File: config.mk
export PLATFORM = sky130hd
export DESIGN_NAME = cnn_operand_sequencer_flat
export DESIGN_NICKNAME = d
export VERILOG_FILES = /design/src/rtl/cnn_operand_sequencer_if.sv /design/src/rtl/cnn_operand_sequencer.sv /design/src/flat_wrapper.sv
export SDC_FILE = /design/constraint.sdc
export NUM_CORES = 1
export LEC_CHECK = 0
export BUFFER_PORTS_ARGS = -buffer_cell sky130_fd_sc_hd__clkbuf_2
export CORE_AREA = 4 4 236 238
export DETAILED_ROUTE_END_ITERATION = 16
export DIE_AREA = 0 0 240 242
export HOLD_SLACK_MARGIN = 0.15
export PLACE_DENSITY_LB_ADDON = 0.05
export SLEW_MARGIN = 25
export SYNTH_ARGS = -nofsm -noshare
export SYNTH_HDL_FRONTEND = slang
export SYNTH_SLANG_ARGS = --single-unit
File: constraint.sdc
create_clock -name clk -period 1.99 [get_ports clk]
set_clock_uncertainty 0.15 [all_clocks]
set_input_delay 0 -clock clk [delete_from_list [all_inputs] [get_ports clk]]
set_output_delay 0 -clock clk [all_outputs]
set_load 0.005 [all_outputs]
File: src/rtl/cnn_operand_sequencer_if.sv
// Core-side bus of the CNN operand sequencer: operand load handshake,
// launch/flush control, the datapath result inputs and the held result.
interface cnn_operand_sequencer_if #(
    parameter int NUM_WORDS = 14
);
    logic                      load_valid;
    logic [31:0]               load_data;
    logic                      load_ready;
    logic                      start;
    logic [1:0]                op_sel;
    logic                      flush;
    logic                      busy;
    logic [32*NUM_WORDS-1:0]   operands;
    logic [31:0]               wino_in;
    logic [31:0]               relu_in;
    logic [31:0]               conv_in;
    logic [31:0]               result;
    logic                      result_valid;
    logic                      result_ack;

    modport master (
        output load_valid, load_data, start, op_sel, flush,
               wino_in, relu_in, conv_in, result_ack,
        input  load_ready, busy, operands, result, result_valid
    );

    modport slave (
        input  load_valid, load_data, start, op_sel, flush,
               wino_in, relu_in, conv_in, result_ack,
        output load_ready, busy, operands, result, result_valid
    );
endinterface

File: src/rtl/cnn_operand_sequencer.sv
// Counter-addressed operand buffer and launch sequencer for the CNN datapath.
// Optional macro CNN_SEQ_AUTOCLR_EN: clear the buffer and refill after every ack.
module cnn_operand_sequencer #(
    parameter int NUM_WORDS   = 14,
    parameter int EXEC_CYCLES = 2
) (
    input  logic                    clk,
    input  logic                    rst,
    cnn_operand_sequencer_if.slave  bus
);
    typedef enum logic [1:0] {FILL, READY, EXEC, HOLD} state_e;

    localparam int              TW         = (EXEC_CYCLES > 1) ? $clog2(EXEC_CYCLES) : 1;
    localparam logic [TW-1:0]   TIMER_INIT = TW'(EXEC_CYCLES - 1);
    localparam logic [3:0]      CNT_LAST   = 4'(NUM_WORDS - 1);

    state_e          state_q, state_d;
    logic [3:0]      cnt_q, cnt_d;
    logic [1:0]      op_q, op_d;
    logic [TW-1:0]   timer_q, timer_d;
    logic [31:0]     words_q [NUM_WORDS];
    logic [31:0]     words_d [NUM_WORDS];
    logic [31:0]     result_q, result_d;
    logic            result_valid_q, result_valid_d;

    // load_ready is a state decode; rst only masks it during reset.
    assign bus.load_ready   = (state_q == FILL) && rst;
    assign bus.busy         = (state_q == EXEC);
    assign bus.result       = result_q;
    assign bus.result_valid = result_valid_q;

    for (genvar i = 0; i < NUM_WORDS; i++) begin : g_ops
        assign bus.operands[32*i +: 32] = words_q[i];
    end

    always_comb begin
        // NOTE: every _d gets its hold value first so no path leaves it unassigned (no latches).
        state_d        = state_q;
        cnt_d          = cnt_q;
        op_d           = op_q;
        timer_d        = timer_q;
        words_d        = words_q;
        result_d       = result_q;
        result_valid_d = result_valid_q;

        unique case (state_q)
            FILL: begin
                if (bus.load_valid) begin
                    for (int i = 0; i < NUM_WORDS; i++) begin
                        if (cnt_q == i[3:0]) words_d[i] = bus.load_data;
                    end
                    if (cnt_q == CNT_LAST) begin
                        cnt_d   = '0;
                        state_d = READY;
                    end else begin
                        cnt_d = cnt_q + 4'd1;
                    end
                end
            end
            READY: begin
                if (bus.start) begin
                    op_d    = bus.op_sel;
                    timer_d = TIMER_INIT;
                    state_d = EXEC;
                end
            end
            EXEC: begin
                if (timer_q == '0) begin
                    unique case (op_q)
                        2'b00:   result_d = bus.wino_in;
                        2'b01:   result_d = bus.relu_in;
                        2'b10:   result_d = bus.conv_in;
                        default: result_d = 32'h0;
                    endcase
                    result_valid_d = 1'b1;
                    state_d        = HOLD;
                end else begin
                    timer_d = timer_q - 1'b1;
                end
            end
            HOLD: begin
                if (bus.result_ack) begin
                    result_valid_d = 1'b0;
`ifdef CNN_SEQ_AUTOCLR_EN
                    for (int i = 0; i < NUM_WORDS; i++) words_d[i] = '0;
                    cnt_d   = '0;
                    state_d = FILL;
`else
                    state_d = READY;
`endif
                end
            end
            default: state_d = FILL;
        endcase

        // Flush overrides any load, start or ack decided above; result itself is kept.
        if (bus.flush) begin
            for (int i = 0; i < NUM_WORDS; i++) words_d[i] = '0;
            cnt_d          = '0;
            result_valid_d = 1'b0;
            state_d        = FILL;
        end
    end

    always_ff @(posedge clk) begin
        // NOTE: sequential state uses non-blocking assignments so all flops update together.
        if (!rst) begin
            state_q        <= FILL;
            cnt_q          <= '0;
            op_q           <= '0;
            timer_q        <= '0;
            result_q       <= '0;
            result_valid_q <= 1'b0;
            // NOTE: the buffer is visible on the operands port, so it is reset like any other flop.
            for (int i = 0; i < NUM_WORDS; i++) words_q[i] <= '0;
        end else begin
            state_q        <= state_d;
            cnt_q          <= cnt_d;
            op_q           <= op_d;
            timer_q        <= timer_d;
            result_q       <= result_d;
            result_valid_q <= result_valid_d;
            words_q        <= words_d;
        end
    end
endmodule

File: src/flat_wrapper.sv
// flat-port wrapper written by rule: the top's interface ports become plain ports
module cnn_operand_sequencer_flat 
#(
    parameter int NUM_WORDS   = 14,
    parameter int EXEC_CYCLES = 2
)
  (clk, rst, bus_load_valid, bus_load_data, bus_start, bus_op_sel, bus_flush, bus_wino_in, bus_relu_in, bus_conv_in, bus_result_ack, bus_load_ready, bus_busy, bus_operands, bus_result, bus_result_valid);
  cnn_operand_sequencer_if #(.NUM_WORDS(NUM_WORDS)) bus_i ();
  input  logic clk;
  input  logic rst;
  input wire logic [$bits(bus_i.load_valid)-1:0] bus_load_valid;
  input wire logic [$bits(bus_i.load_data)-1:0] bus_load_data;
  input wire logic [$bits(bus_i.start)-1:0] bus_start;
  input wire logic [$bits(bus_i.op_sel)-1:0] bus_op_sel;
  input wire logic [$bits(bus_i.flush)-1:0] bus_flush;
  input wire logic [$bits(bus_i.wino_in)-1:0] bus_wino_in;
  input wire logic [$bits(bus_i.relu_in)-1:0] bus_relu_in;
  input wire logic [$bits(bus_i.conv_in)-1:0] bus_conv_in;
  input wire logic [$bits(bus_i.result_ack)-1:0] bus_result_ack;
  output wire logic [$bits(bus_i.load_ready)-1:0] bus_load_ready;
  output wire logic [$bits(bus_i.busy)-1:0] bus_busy;
  output wire logic [$bits(bus_i.operands)-1:0] bus_operands;
  output wire logic [$bits(bus_i.result)-1:0] bus_result;
  output wire logic [$bits(bus_i.result_valid)-1:0] bus_result_valid;
  assign bus_i.load_valid = bus_load_valid;
  assign bus_i.load_data = bus_load_data;
  assign bus_i.start = bus_start;
  assign bus_i.op_sel = bus_op_sel;
  assign bus_i.flush = bus_flush;
  assign bus_i.wino_in = bus_wino_in;
  assign bus_i.relu_in = bus_relu_in;
  assign bus_i.conv_in = bus_conv_in;
  assign bus_i.result_ack = bus_result_ack;
  assign bus_load_ready = bus_i.load_ready;
  assign bus_busy = bus_i.busy;
  assign bus_operands = bus_i.operands;
  assign bus_result = bus_i.result;
  assign bus_result_valid = bus_i.result_valid;
  cnn_operand_sequencer #(.NUM_WORDS(NUM_WORDS), .EXEC_CYCLES(EXEC_CYCLES)) u_core (.clk(clk), .rst(rst), .bus(bus_i));
endmodule
==> run summary <==
status - finished clean
CP cell instances - inv_1 > ha_4 > buf_4 > and4b_1 > nand2_1 > buf_12 > nand2_1 > a21oi_1
Die H - 242 um
layout cells sized above 1 - 26.1%
Slew Limit Fails - 0
Leak - 0.00995 uW
CP Launch Type - register
CTS max path bufs - 3
GRT Util Overall - 26.0%
Critical Path RT - 2.30 ns
total power - 21200 uW
vias in the first global route - 17.6k
max cap viols - 0
TritonCTS clock tree - yes
CP startpoint - u_core.state_q[0]
Async SR Flop Fraction - 0%
Mapped Nets - 2427
fmax - 539 MHz
# fillers - 5227
H-tree depth - 2
DR vias/cell - 4.90
Worst-Margin Slew - 0.659 ns
Avg Cell Area, Syn - 7.83 sq um
DIE AREA - 0.0581 sq mm
WL final - 79600 um
pin count of the biggest net entering global routing - 77
Final nets - 3143
worst hold start - bus_conv_in[15]
ys flop type - dfxtp_1
endpoints failing hold - 0
Detailed Route Iter0 Violations - 1202
Initial Util - 33.4%
CP Capture Type - register
number of synthesized register bits - 490
crit-path max cell delay - 0.32 ns
Netlist cell types - 32
DP HPWL - 53200 um
Cell Area, Synth - 0.0179 sq mm
final period utilization - 93.2%
WHS - 0.194 ns
Post-synth EDFFs - 0
Syn Inst Count - 2286
Peak VDD IR - 0.626 mV
worst hold path class - input pin to register
first-pass GRT wire length - 116000 um
total global routing overflow - 0
area of the multi-input gates - 0.00723 sq mm
crit path max-delay cell type - dfxtp_1
core box area - 0.0536 sq mm
start of the worst register-to-register path - u_core.state_q[0]
Data arrival, critical path - 2.16 ns
TritonCTS Sinks - 490
CTS Buf Count - 54
P per Cell Area - 829 mW/mm^2
routed len/inst - 21.3 um
Final setup viols - 0
DP Area - 0.0220 sq mm
FF/Latch Area - 0.00981 sq mm
Setup CP Type - register to register
YS warnings - 0
DRC viols - 0
Worst-Skew Late Latency - 0.59 ns
num ports - 619
# rows - 85
initial antenna violation count - 2
Period minus WS final - 1.85 ns
DR vias - 18.3k
Root Buffer - clkbuf_16
TritonRoute pass-1 iters - 5
Area Growth Syn to Fin - 42.8%
sequential area share after synthesis - 54.8%
Slew HR - 56.1%
final instance area - 0.0256 sq mm
IO Port Bufs - 618
ANT nets after route - 0
Crit path top cell by count - nand2_1
crit-path max FO - 32
Worst-path clk slew - 0.06 ns
die width - 240 um
gpl congestion - 0.829
RSZ-0062 raised after global routing - yes
==> worst max-delay path, delay by kind of cell, from the launching register on <==
kind	cells	cell delay (ns)
and+or+nand+nor	3	0.54
buffers and inverters	3	0.46
DFF	1	0.32
adders and majority gates	1	0.17
AOI/OAI and AO/OA	1	0.06
==> cells in the final DEF, fill, tap and decap left out, drive strengths merged <==
master	count
nand4b	2
xor2	1
buf	70
o21ai	3
clkinv	8
diode	1
bufinv	4
o2111a	1
and2	4
a21oi	487
nand4	2
ha	5
or2	1
nand2b	4
nor3	3
dlygate4sd3	169
clkbuf	704
a211oi	32
inv	4
mux2i	35
a311oi	1
dfxtp	490
nand3	7
nand3b	1
nor2b	5
and4b	2
and4bb	1
nand2	919
nor2	75
clkinvlp	1
and3	2
==> routing by layer <==
metal / track usage, % / share of wire [%] / wire length [um]
met2: 43.4 / 48 / 37900
met4: 10.4 / 4.2 / 3360
met1: 32.3 / 41 / 32700
met5: 0 / 0.016 / 13
met3: 6.39 / 7.1 / 5670
==> cell usage after synthesis (6+ instances only) <==
master | count | area share (%)
nand3_1 | 7 | 0.20
dfxtp_1 | 490 | 55
buf_1 | 13 | 0.27
a211oi_1 | 32 | 1.3
buf_4 | 15 | 0.63
nor2_2 | 6 | 0.21
buf_2 | 78 | 2.2
clkbuf_1 | 90 | 1.9
a21oi_1 | 487 | 14
nor2_1 | 69 | 1.4
nand2_1 | 919 | 19
mux2i_1 | 35 | 2.0
==> metrics by stage <==
step | setup TNS [ns] | cells | setup WS (ns) | utilization, %
6_report | 0 | 3740 | 0.135 | 47.7
5_1_grt | -0.0355 | 3740 | -0.0144 | 47.7
4_1_cts | 0 | 3735 | 0.0273 | 47.5
3_5_place_dp | 0 | 3469 | 0.0558 | 41.0
3_3_place_gp | 0 | 3469 | 0.0889 | 41.0
2_1_floorplan | 0 | 2286 | 0.228 | -
==> final cells by class <==
class	instances	share of cell area, %
diodes	1	0.00979
repair buffers	859	22.8
multi-input cells	1593	28.3
flip-flops and latches	490	38.4
clock inverters	13	0.671
well taps	696	3.41
inverters	4	0.0587
clock buffers	84	6.36
==> flip-flops by register name (all words and copies together), names as in the netlist <==
name                     count
u_core.bus.operands        448
u_core.bus.result           32
u_core.cnt_q                 4
u_core.op_q                  2
u_core.state_q               2
u_core.bus.result_valid      1
u_core.timer_q               1
==> power breakdown <==
group | total, uW | leakage (uW) | switching (uW) | internal [uW]
Sequential | 9860 | 0.00395 | 19.7 | 9840
Combinational | 1170 | 0.00512 | 713 | 456
Clock | 10200 | 0.000885 | 4070 | 6090
==> worst paths after layout <==
kind,end,slack [ns],cells past startpoint
hold / removal,u_core.bus.result[15],0.19,4
hold reg to reg,u_core.bus.operands[434],0.30,2
setup / recovery,u_core.bus.operands[176],0.14,8
setup reg to reg,u_core.bus.operands[176],0.14,8
==> cells by family (layout without fill, tap and decap cells) <==
logic type,count (synthesis),in the layout,synth area share [%]
adders and majority gates,5,5,0.349
and+or+nand+nor,1028,1028,22.5
muxes,35,35,1.96
AOI/OAI and AO/OA,524,524,15.2
xor gates and xnor gates,1,1,0.0489
DFF,490,490,54.8
other,0,1,0
buffers and inverters,203,960,5.24
==> timing repair <==
action                                  in CTS  in global routing
endpoints found under the hold margin      490                  0
hold buffers                               169                  0
endpoints found under the setup margin       0                283
buffers inserted                             0                  1
gates resized for setup                      0                  4
(Power assumes the default switching activity.)
